File: src/rtl/round_banner_ctrl.sv
// round_banner_ctrl: sequences the "Round N" banner overlay.
// It latches the round number, selects that round's sprite ROM and palette,
// and maps DrawX/DrawY to sprite addresses. The ROM index is pipelined through
// the shared palette to a registered RGB pixel with a valid flag. The banner
// is held steady for SHOW_FRAMES, blinks for BLINK_FRAMES, then hides.
module round_banner_ctrl #(
    parameter int unsigned SPR_W        = 64,
    parameter int unsigned SPR_H        = 32,
    parameter int unsigned X0           = 288,
    parameter int unsigned Y0           = 224,
    parameter int unsigned MAX_ROUND    = 6,
    parameter int unsigned SHOW_FRAMES  = 120,
    parameter int unsigned BLINK_FRAMES = 64,
    parameter int unsigned BLINK_PERIOD = 16,
    parameter int unsigned TRANSP_IDX   = 0,
    parameter int unsigned ADDR_W       = $clog2(SPR_W * SPR_H)
) (
    input  logic              vga_clk,
    input  logic              reset_n,
    input  logic              round_start,
    input  logic [2:0]        round_num,
    input  logic              frame_start,
    input  logic [9:0]        DrawX,
    input  logic [9:0]        DrawY,
    input  logic              blank,
    output logic [2:0]        rom_sel,
    output logic [ADDR_W-1:0] rom_addr,
    input  logic [3:0]        rom_index,
    output logic [3:0]        pal_index,
    input  logic [11:0]       pal_rgb,
    output logic [3:0]        red,
    output logic [3:0]        green,
    output logic [3:0]        blue,
    output logic              pix_valid,
    output logic              banner_active
);

    localparam int unsigned CNT_MAX = (SHOW_FRAMES > BLINK_FRAMES) ? SHOW_FRAMES : BLINK_FRAMES;
    localparam int unsigned CNT_W   = $clog2(CNT_MAX) + 1;

    // Box edges as 10-bit constants so the compares stay in the coordinate width.
    localparam logic [9:0] X_LO = 10'(X0);
    localparam logic [9:0] X_HI = 10'(X0 + SPR_W);
    localparam logic [9:0] Y_LO = 10'(Y0);
    localparam logic [9:0] Y_HI = 10'(Y0 + SPR_H);

    typedef enum logic [1:0] {
        IDLE  = 2'd0,
        ARM   = 2'd1,
        SHOW  = 2'd2,
        BLINK = 2'd3
    } state_t;

    state_t             r_state;
    state_t             w_state_nx;
    logic [CNT_W-1:0]   r_frame_cnt;
    logic [CNT_W-1:0]   w_cnt_nx;
    logic               r_visible;
    logic               w_vis_nx;
    logic [2:0]         r_rom_sel;
    logic [2:0]         w_sel_nx;
    logic               r_banner_active;

    logic               w_start_ok;
    logic               w_in_box;
    logic [9:0]         w_dx;
    logic [9:0]         w_dy;
    logic [ADDR_W-1:0]  w_addr;
    logic [ADDR_W-1:0]  r_rom_addr;
    logic               r_in_box1;
    logic               r_in_box2;
    logic               w_pix_opaque;
    logic [11:0]        r_rgb;
    logic               r_pix_valid;

    // Only rounds 1..MAX_ROUND start a banner; anything else is ignored.
    assign w_start_ok = round_start && (round_num != 3'd0) && (round_num <= 3'(MAX_ROUND));

    // Next-state, frame counter, visibility and ROM select.
    // A legal round_start beats a coincident frame_start and restarts from ARM.
    always_comb begin
        // NOTE: every signal driven here gets a default first, so no path can
        // leave one unassigned and infer a latch.
        w_state_nx = r_state;
        w_cnt_nx   = r_frame_cnt;
        w_vis_nx   = r_visible;
        w_sel_nx   = r_rom_sel;
        if (w_start_ok) begin
            w_state_nx = ARM;
            w_cnt_nx   = '0;
            w_vis_nx   = 1'b0;
            w_sel_nx   = round_num;
        end else if (frame_start) begin
            case (r_state)
                ARM: begin
                    w_state_nx = SHOW;
                    w_cnt_nx   = '0;
                    w_vis_nx   = 1'b1;
                end
                SHOW: begin
                    if (r_frame_cnt == CNT_W'(SHOW_FRAMES - 1)) begin
                        w_state_nx = BLINK;
                        w_cnt_nx   = '0;
                    end else begin
                        w_cnt_nx = r_frame_cnt + CNT_W'(1);
                    end
                end
                BLINK: begin
                    if (r_frame_cnt == CNT_W'(BLINK_FRAMES - 1)) begin
                        w_state_nx = IDLE;
                        w_cnt_nx   = '0;
                        w_vis_nx   = 1'b0;
                        w_sel_nx   = 3'd0;
                    end else begin
                        w_cnt_nx = r_frame_cnt + CNT_W'(1);
                        if ((r_frame_cnt % CNT_W'(BLINK_PERIOD)) == CNT_W'(BLINK_PERIOD - 1))
                            w_vis_nx = ~r_visible;
                    end
                end
                default: ;
            endcase
        end
    end

    // Sequencer state register; banner_active lags the state by one cycle.
    always_ff @(posedge vga_clk or negedge reset_n) begin
        if (!reset_n) begin
            r_state         <= IDLE;
            r_frame_cnt     <= '0;
            r_visible       <= 1'b0;
            r_rom_sel       <= 3'd0;
            r_banner_active <= 1'b0;
        end else begin
            // NOTE: sequential state uses non-blocking assignments so every
            // register samples pre-edge values regardless of statement order.
            r_state         <= w_state_nx;
            r_frame_cnt     <= w_cnt_nx;
            r_visible       <= w_vis_nx;
            r_rom_sel       <= w_sel_nx;
            r_banner_active <= (r_state == SHOW) || (r_state == BLINK);
        end
    end

    // Geometric box test first; the subtractions are only used inside it,
    // so an unsigned wrap never reaches rom_addr.
    assign w_in_box = (DrawX >= X_LO) && (DrawX < X_HI) && (DrawY >= Y_LO) && (DrawY < Y_HI);
    assign w_dx     = DrawX - X_LO;
    assign w_dy     = DrawY - Y_LO;
    assign w_addr   = ADDR_W'(w_dy) * ADDR_W'(SPR_W) + ADDR_W'(w_dx);

    // Stage 1: sprite address (held outside the box) and the first in-box flag.
    always_ff @(posedge vga_clk or negedge reset_n) begin
        if (!reset_n) begin
            r_rom_addr <= '0;
            r_in_box1  <= 1'b0;
        end else begin
            if (w_in_box)
                r_rom_addr <= w_addr;
            r_in_box1 <= blank && r_visible && w_in_box;
        end
    end

    // Stage 2: ROM data arrives; carry the in-box flag alongside it.
    always_ff @(posedge vga_clk or negedge reset_n) begin
        if (!reset_n) begin
            r_in_box2 <= 1'b0;
        end else begin
            r_in_box2 <= r_in_box1;
        end
    end

    assign w_pix_opaque = r_in_box2 && (rom_index != 4'(TRANSP_IDX));

    // Stage 3: register palette colour, forced to black when not opaque.
    always_ff @(posedge vga_clk or negedge reset_n) begin
        if (!reset_n) begin
            r_rgb       <= 12'h000;
            r_pix_valid <= 1'b0;
        end else begin
            r_rgb       <= w_pix_opaque ? pal_rgb : 12'h000;
            r_pix_valid <= w_pix_opaque;
        end
    end

    assign rom_sel            = r_rom_sel;
    assign rom_addr           = r_rom_addr;
    assign pal_index          = rom_index;
    assign {red, green, blue} = r_rgb;
    assign pix_valid          = r_pix_valid;
    assign banner_active      = r_banner_active;

endmodule

File: config.mk
export PLATFORM = sky130hd
export DESIGN_NAME = round_banner_ctrl
export DESIGN_NICKNAME = d
export VERILOG_FILES = /design/src/rtl/round_banner_ctrl.sv
export SDC_FILE = /design/constraint.sdc
export NUM_CORES = 1
export LEC_CHECK = 0
export BUFFER_PORTS_ARGS = -buffer_cell sky130_fd_sc_hd__buf_2
export CAP_MARGIN = 20
export CORE_ASPECT_RATIO = 1.2
export CORE_MARGIN = 5
export CORE_UTILIZATION = 53
export CTS_CLUSTER_DIAMETER = 30
export DETAILED_ROUTE_END_ITERATION = 12
export HOLD_SLACK_MARGIN = 0.03
export PLACE_DENSITY = 0.94
export SLEW_MARGIN = 25
export SYNTH_ARGS = -nofsm -noshare
export SYNTH_HDL_FRONTEND = slang
export SYNTH_SLANG_ARGS = --single-unit
File: constraint.sdc
create_clock -name vga_clk -period 5.95 [get_ports vga_clk]
set_clock_uncertainty 0.2 [all_clocks]
set_input_delay 0.2975 -clock vga_clk [delete_from_list [all_inputs] [get_ports vga_clk]]
set_output_delay 0.2975 -clock vga_clk [all_outputs]
set_load 0.01 [all_outputs]
==> out/summary.txt <==
# rows -> 24
Die Area -> 0.00523 mm2
Critical Path Start Type -> input port
CTS H-tree lvls -> 2
total grt overflow -> 0
initial DRC count -> 54
Clock transition at path regs -> 0.08 ns
PwrDens -> 233 mW/mm2
Crit Path Category -> in2reg
Num CTS Buffers -> 5
largest cells by area after synthesis -> dfrtp_1, mux2_4, ha_1, and2_1, a21oi_1
Critical Path Sink Type -> flip-flop
NumNets Final -> 319
Residual DRC -> 0
#FFs+latches synth -> 41
setup TNS -> 0 ns
vias per cell -> 5.48
first-pass GRT wire length -> 7920 um
unrepaired setup endpoints after global routing -> no
Avg WL per Cell -> 15.1 um
Port Buffers -> 75
Worst-Margin Slew -> 0.643 ns
Ys Warns -> 0
routed vias -> 1755
dpl hpwl -> 3500 um
Synth cell types -> 49
synthesized instance count -> 186
slew margin rel. -> 0.568
Synth async-reset ratio -> 1.00
area delta synth->final -> 29.6%
Avg Cell Area, Syn -> 11.1 um2
fin. max-slew vios -> 0
Final setup viols -> 0
Die X -> 66.9 um
FF-to-FF Start -> r_frame_cnt[6]
Critical path origin -> DrawX[5]
CTS tree -> done
Hold WC Path Type -> in2reg
layout cells sized above 1 -> 0.358
hold_ws -> 0.0463 ns
post-CTS setup buffers -> 0
io pins -> 76
Arr. time, crit path -> 2.05 ns
number of antenna violations at the first check in global routing -> 0
drt pass-1 iters -> 4
vias in the first global route -> 1782
ANT nets after route -> 0
final hold violation count -> 0
Max IR drop VDD -> 147 uV
post-synthesis sequential area ratio -> 0.499
Post-Syn Area -> 0.00206 mm2
Core Area -> 0.00369 mm2
fin crit period -> 2.05 ns
register area -> 0.00103 mm2
# fillers -> 270
synth cell count leaders -> dfrtp_1, and2_1, nand2_1
status -> completed
area occupied by multi-input gates -> 920 um2
hold_sp -> DrawX[0]
Worst EP required -> 5.94 ns
antenna cells -> 0
Clock Latency Late Sink -> 0.29 ns
most frequent cell after synthesis -> dfrtp_1
syn nets -> 238
Synth Flop Type -> dfrtp_1
Static Leakage -> 0.00138 uW
Root Buffer -> clkbuf_8
fmax -> 0.487 GHz
Max Root-Sink Buffers -> 2
Sink Count -> 41
Final Wtd Congestion -> 0.853
Post-CTS Hold Fix Bufs -> 13
Die Y -> 78.2 um
Initial Util -> 0.557
worst-path fanout max -> 4
period utilization -> 0.345
GRT Total Usage -> 0.196
largest net degree at the start of global routing -> 42
MaxCap Viol Count -> 0
Post-Route WL -> 4820 um
Resized cells post-CTS -> 0
leading area contributor after synthesis -> dfrtp_1
Post-synth EDFFs -> 0
Synth top area share -> 0.499
flop-to-flop setup slack -> 3.96 ns
-- flip-flops by register name, indices dropped and copies added, names as in the netlist --
name / count
r_rgb: 12
r_frame_cnt: 8
r_in_box2: 1
rom_addr: 11
pix_valid: 1
rom_sel: 3
r_in_box1: 1
banner_active: 1
r_state: 2
r_visible: 1
-- metal layers --
layer	vias to the layer above	wire length (um)	track usage
met1	850	1680	0.212
met2	68	2690	0.364
met3	10	329	0.0429
met5	-	0	0
met4	0	118	0.0751
li1	827	-	-
-- critical path, cell delays in order --
cell and delay, ns:
buf_2 0.12, inv_1 0.09, ha_1 0.19, xor2_1 0.20
inv_1 0.08, fa_1 0.43, nor2b_1 0.13, o21ai_0 0.13
nor3b_1 0.18, o31ai_1 0.20
-- power breakdown --
| part | total [uW] | switching (uW) | internal, uW |
|---|---|---|---|
| logic | 97.0 | 48.7 | 48.2 |
| registers | 303 | 11.8 | 291 |
| clock network | 222 | 96.1 | 126 |
| total | 622 | 157 | 465 |
-- per-stage QoR --
step                instance area [um2]  setup WS, ns   util  instances  total power (uW)
finish                             2670          3.90  0.722        320               622
global placement                   2420          3.63  0.655        299               394
detailed placement                 2420          3.59  0.655        299               398
floorplan                          2060          3.94      -        186               359
CTS                                2660          3.89  0.721        320               626
global route                       2670          3.73  0.722        320               653
-- final cells by class --
type,count,area share
Clock buffer,5,0.0258
Multi-Input combinational cell,122,0.345
Tap cell,52,0.0244
Timing Repair Buffer,88,0.191
Inverter,9,0.0127
Sequential cell,41,0.385
Clock inverter,3,0.0164
-- cell usage in the layout, fill, tap and decap left out, types with 2 or more instances in the layout --
cell            n
o41a_1          2
nand2_1        10
clkbuf_8        5
nor3_1          4
nor2b_1         4
and2_1         12
and3_1          3
mux2_2          3
xor2_1          2
o21ai_0         3
nand3_1         5
a22oi_1         2
ha_1            7
a22o_1          3
buf_2          74
nand4_1         3
o31ai_1         4
o21ai_1         2
inv_1           9
or3_1           4
nor4_1          3
nor2_1          6
a31oi_1         2
mux2_4          6
a21oi_1         9
xnor2_1         3
dfrtp_1        41
dlygate4sd3_1  13
-- final timing paths --
check	to	depth (start not counted)
min in group asynchronous	r_frame_cnt[3]	2
max in group asynchronous	r_rgb[8]	2
min reg2reg	r_in_box2	0
min	rom_addr[0]	2
max reg2reg	r_frame_cnt[3]	4
max	rom_addr[10]	10
-- cells by family after synthesis --
group                      after synthesis  synth area share
muxes                                   10            0.0651
AOI/OAI and AO/OA                       38             0.135
xor gates and xnor gates                 5            0.0213
adders and majority gates                8            0.0523
and+or+nand+nor                         61             0.173
DFF                                     41             0.499
buffers and inverters                   23            0.0536
No activity file was read; power rests on OpenSTA's default activity.
